## config.mk

```make
export PLATFORM = sky130hd
export DESIGN_NAME = branch_predictor
export DESIGN_NICKNAME = d
export VERILOG_FILES = /design/src/rtl/branch_predictor.sv
export SDC_FILE = /design/constraint.sdc
export NUM_CORES = 1
export LEC_CHECK = 0
export CAP_MARGIN = 5
export CORE_ASPECT_RATIO = 1.5
export CORE_MARGIN = 10
export CORE_UTILIZATION = 60
export DETAILED_ROUTE_END_ITERATION = 8
export PLACE_DENSITY = 0.92
export SLEW_MARGIN = 10
export SYNTH_ARGS = -nofsm -noshare
export SYNTH_HDL_FRONTEND = slang
export SYNTH_SLANG_ARGS = --single-unit
```

## constraint.sdc

```tcl
create_clock -name clk -period 5.7 [get_ports clk]
set_input_delay 0.855 -clock clk [delete_from_list [all_inputs] [get_ports clk]]
set_output_delay 0.855 -clock clk [all_outputs]
set_load 0.05 [all_outputs]
```

## src/rtl/branch_predictor.sv

```systemverilog
// Dynamic branch predictor: direct-mapped BTB with a 2-bit saturating counter per entry.
// Combinational fetch-side lookup, Execute-side resolve/mispredict, one-cycle update latency.
module branch_predictor #(
    parameter int ENTRIES = 16,
    parameter int XLEN    = 32
) (
    input  logic            clk,
    input  logic            reset_n,
    input  logic [XLEN-1:0] PCF,
    output logic            PredTakenF,
    output logic [XLEN-1:0] PredTargetF,
    input  logic            ResolveE,
    input  logic            JumpE,
    input  logic [XLEN-1:0] PCE,
    input  logic            TakenE,
    input  logic [XLEN-1:0] TargetE,
    input  logic            PredTakenE,
    input  logic [XLEN-1:0] PredTargetE,
    output logic            MispredictE,
    output logic [XLEN-1:0] CorrectPCE,
    output logic [31:0]     BranchCnt,
    output logic [31:0]     MissCnt
);

    localparam int IDXW = $clog2(ENTRIES);
    localparam int TAGW = XLEN - IDXW - 2;

    logic [ENTRIES-1:0] valid_q;
    logic [1:0]         ctr_q    [ENTRIES];
    logic [TAGW-1:0]    tag_q    [ENTRIES];
    logic [XLEN-1:0]    target_q [ENTRIES];

    logic [31:0] branch_cnt_q, branch_cnt_d;
    logic [31:0] miss_cnt_q, miss_cnt_d;

    logic [IDXW-1:0] idx_f, idx_e;
    logic [TAGW-1:0] tag_f, tag_e;
    logic            hit_f, hit_e;
    logic            taken_e;
    logic            upd_en;
    logic [1:0]      ctr_d;
    logic            unused_pc_bits;

    assign unused_pc_bits = ^{PCF[1:0], PCE[1:0]};

    // Fetch-side lookup
    assign idx_f = PCF[IDXW+1:2];
    assign tag_f = PCF[XLEN-1:IDXW+2];
    assign hit_f = valid_q[idx_f] && (tag_q[idx_f] == tag_f);

    always_comb begin
        PredTakenF  = 1'b0;
        PredTargetF = PCF + XLEN'(4);
        if (hit_f) begin
            PredTakenF  = ctr_q[idx_f][1];
            PredTargetF = target_q[idx_f];
        end
    end

    // Execute-side resolve
    assign idx_e   = PCE[IDXW+1:2];
    assign tag_e   = PCE[XLEN-1:IDXW+2];
    assign hit_e   = valid_q[idx_e] && (tag_q[idx_e] == tag_e);
    assign taken_e = TakenE | JumpE;

    assign MispredictE = ResolveE &&
                         ((TakenE != PredTakenE) ||
                          (TakenE && PredTakenE && (TargetE != PredTargetE)));
    assign CorrectPCE  = TakenE ? TargetE : PCE + XLEN'(4);

    // A not-taken branch that misses leaves the BTB untouched; everything else writes the entry.
    assign upd_en = ResolveE && (hit_e || taken_e);

    always_comb begin
        ctr_d = ctr_q[idx_e];
        if (!hit_e) begin
            ctr_d = JumpE ? 2'b11 : 2'b10;
        end else if (JumpE) begin
            ctr_d = 2'b11;
        end else if (TakenE) begin
            if (ctr_q[idx_e] != 2'b11) ctr_d = ctr_q[idx_e] + 2'd1;
        end else begin
            if (ctr_q[idx_e] != 2'b00) ctr_d = ctr_q[idx_e] - 2'd1;
        end
    end

    assign branch_cnt_d = branch_cnt_q + (ResolveE ? 32'd1 : 32'd0);
    assign miss_cnt_d   = miss_cnt_q + (MispredictE ? 32'd1 : 32'd0);

    always_ff @(posedge clk or negedge reset_n) begin
        if (!reset_n) begin
            valid_q      <= '0;
            for (int i = 0; i < ENTRIES; i++) ctr_q[i] <= 2'b01;
            branch_cnt_q <= '0;
            miss_cnt_q   <= '0;
        end else begin
            if (upd_en) begin
                valid_q[idx_e] <= 1'b1;
                ctr_q[idx_e]   <= ctr_d;
            end
            branch_cnt_q <= branch_cnt_d;
            miss_cnt_q   <= miss_cnt_d;
        end
    end

    // NOTE: tag/target arrays are not reset; valid_q gates every use, so they can map to plain RAM.
    always_ff @(posedge clk) begin
        if (upd_en) begin
            tag_q[idx_e] <= tag_e;
            if (taken_e) target_q[idx_e] <= TargetE;
        end
    end

    assign BranchCnt = branch_cnt_q;
    assign MissCnt   = miss_cnt_q;

endmodule
```

==> metrics <==
endpoints failing hold 0; grt ovf 0; FF-to-FF Start tag_q[15][2]$_DFFE_PP_; minimum clock period 5650 ps; post-synth top area cell edfxtp_1; post-synth top area share 0.594; Seq cells post-synth between 1000 and 1500; Iteration-0 DRC Markers roughly 4600; critical path startpoint PCF[3]; Post-Layout Cell Count just over 4000; Worst slew margin 0.294; via count ~30000; average size of a mapped cell around 18 µm²; setup violators final 0; ys flop type edfxtp_1; placed cells around 3900; ANT nets after route 0; syn nets between 2000 and 3000; synth top area cells edfxtp_1, mux4_2, dfrtp_1; Die ar. roughly 0.090 mm²; Starting Density 0.606; Clock Skews 31.2 ps; vias in the first global route around 31000; # IOs ~260; CTS max path bufs 3; cts bufs inserted 91; Setup Fix Bufs, Post-CTS 0; clock transition at the registers of the reported paths approximately 70 ps; Setup Total Neg Slack 0 ps; DRT Wirelength approximately 160 mm; Worst-Margin Slew approximately 1100 ps; core region area roughly 0.077 mm²; cts repair resizes 1; CTS HTree Levels 3; worst-case reg-to-reg path depth 11; unrepaired setup endpoints after global routing no; final instance area 0.0555 mm²; Synth Cell Area between 0.04 and 0.05 mm²; sinks on the clock net 1040; Hold Path Class in -> async; Max VDD drop roughly 0.22 mV; Yosys warnings 0; Required @ worst endpoint about 4900 ps; crit path kind in -> out; Netlist cell types 75; DR WL/cell around 39 µm; status finished, final reports clean; CTS tree done; largest net degree at the start of global routing 90; drt pass-1 iters 7; register area share after synthesis 0.654; Worst setup SP type input port; antenna violations before repair 13; overall die width 248 µm; Clock Latency Late Sink 690 ps; Worst Setup End Kind output pin; # nets final roughly 3100; Buffers on Ports ~260; CP Max Fanout 66; Synth-to-Final Area Change 18.4%; Pleak around 18 nW; FFs w/ async S/R, synth 0.108; Tcrit/Tclk final 0.991; chip height roughly 360 µm; Mapped Cells between 2000 and 3000; placed inst area 0.0525 mm²; CTS Hold Bufs 0; RD Place Congestion 1.06; Root Buffer clkbuf_16; Design Power about 17 mW; GRT Util Overall 0.353; max_cap viols 0; CP arrival 4790 ps; DP HPWL about 100 mm; Final Util 0.717; ratio of cells with drive above 1 in the final layout 0.290; Post-synth EDFFs 928; num rows between 100 and 150; first-pass GRT wire length 224 mm; vias per cell about 7.5; Peak Freq about 180 MHz; Final Slew Violations 0; Pwr Density about 310 mW/mm²; DRC 0
cells by family (layout without fill, tap and decap cells):
group / Yosys count / in the layout / synth area share
buf+inv: 176 / 633 / 0.0168
other cells: 0 / 2 / 0
fa+ha+maj: 11 / 11 / 0.00288
flops: 1040 / 1040 / 0.654
compound gates: 234 / 234 / 0.0346
simple gates: 435 / 435 / 0.0464
xor+xnor: 193 / 193 / 0.0360
mux: 485 / 485 / 0.209
sequential cells by signal, indices dropped and copies added (netlist names):
name,cells
ctr_q,32
valid_q,16
MissCnt,32
target_q,512
BranchCnt,32
tag_q,416
per-layer routing:
metal  up-vias  track usage  wire length, µm
met1     15201        0.403            47300
met4        20        0.260            14600
met3       822       0.0963            19800
met2      3002        0.565            76500
met5         -            0              123
li1      11294            -                -
cell usage after synthesis (all sizes together), types with 27 or more instances:
library cell / count
a21oi: 48
buf: 75
clkbuf: 72
dfrtp: 96
edfxtp: 928
inv: 27
mux2i: 68
mux4: 392
nand2: 116
nand3: 58
nand4: 42
nor2: 98
o21ai: 55
xnor2: 131
xor2: 62
worst max-delay path, stage by stage:
cell and delay [ps]:
buf_8 450, buf_12 370, mux4_2 420, mux4_2 550, xnor2_1 200, nand4_1 310
nor3_2 400, nand4_1 140, buf_4 360, nor2_1 260, a21oi_1 110, buf_12 230
worst paths after layout:
check                      slack [ps]                      end
max in group asynchronous        4260   valid_q[9]$_DFFE_PN0P_
max                                50          PredTargetF[20]
max reg2reg                      1600  tag_q[13][24]$_DFFE_PP_
min in group clk                  470    MissCnt[31]$_DFF_PN0_
min reg2reg                       470    MissCnt[31]$_DFF_PN0_
min                               250   BranchCnt[1]$_DFF_PN0_
placed cells by master (no fill, tap or decap), types with 8 or more instances in the layout:
master           instances
nor2_1                  80
or2_2                   23
a21oi_1                 43
a22oi_1                 23
mux2_2                  25
nor2b_1                 11
clkbuf_8                 8
buf_12                  79
nor2_4                  17
dfrtp_1                 96
a2bb2oi_1               14
clkinv_1                13
mux4_2                 392
nand3_1                 57
a21boi_4                12
ha_1                    10
nor3_1                  17
clkdlybuf4s50_1        203
nand2_1                116
dfstp_2                 16
o21ai_0                 49
nand4_1                 42
nor4_1                   8
inv_1                   26
buf_4                  154
xor2_1                  62
clkinv_2                18
o22ai_1                 22
and3_1                  21
and2_1                   8
edfxtp_1               928
mux2i_1                 68
xnor2_1                130
clkbuf_16               93
clkbuf_1                16
area by class of cell:
type | count | area, µm²
inverters | 29 | 109
clock buffers | 117 | 2500
diodes | 2 | 5.00
clock inverters | 47 | 454
well taps | 1016 | 1270
multi-input cells | 1358 | 15700
repair buffers | 440 | 4810
flip-flops and latches | 1040 | 30700
fillers | 4324 | 21900
power breakdown:
group	leakage, nW	internal, mW	switching (mW)
Combinational	7.19	0.927	1.33
Clock	1.45	3.43	2.82
Sequential	9.74	8.55	0.174
Total	18.4	12.9	4.33
metrics by stage:
stage	hold slack, ps	setup WS (ps)
2_1_floorplan	452	360
3_3_place_gp	456	-90.5
3_5_place_dp	461	-148
4_1_cts	268	43.5
5_1_grt	312	52.2
6_report	251	53.0
Power figures use the tool's default switching activity.
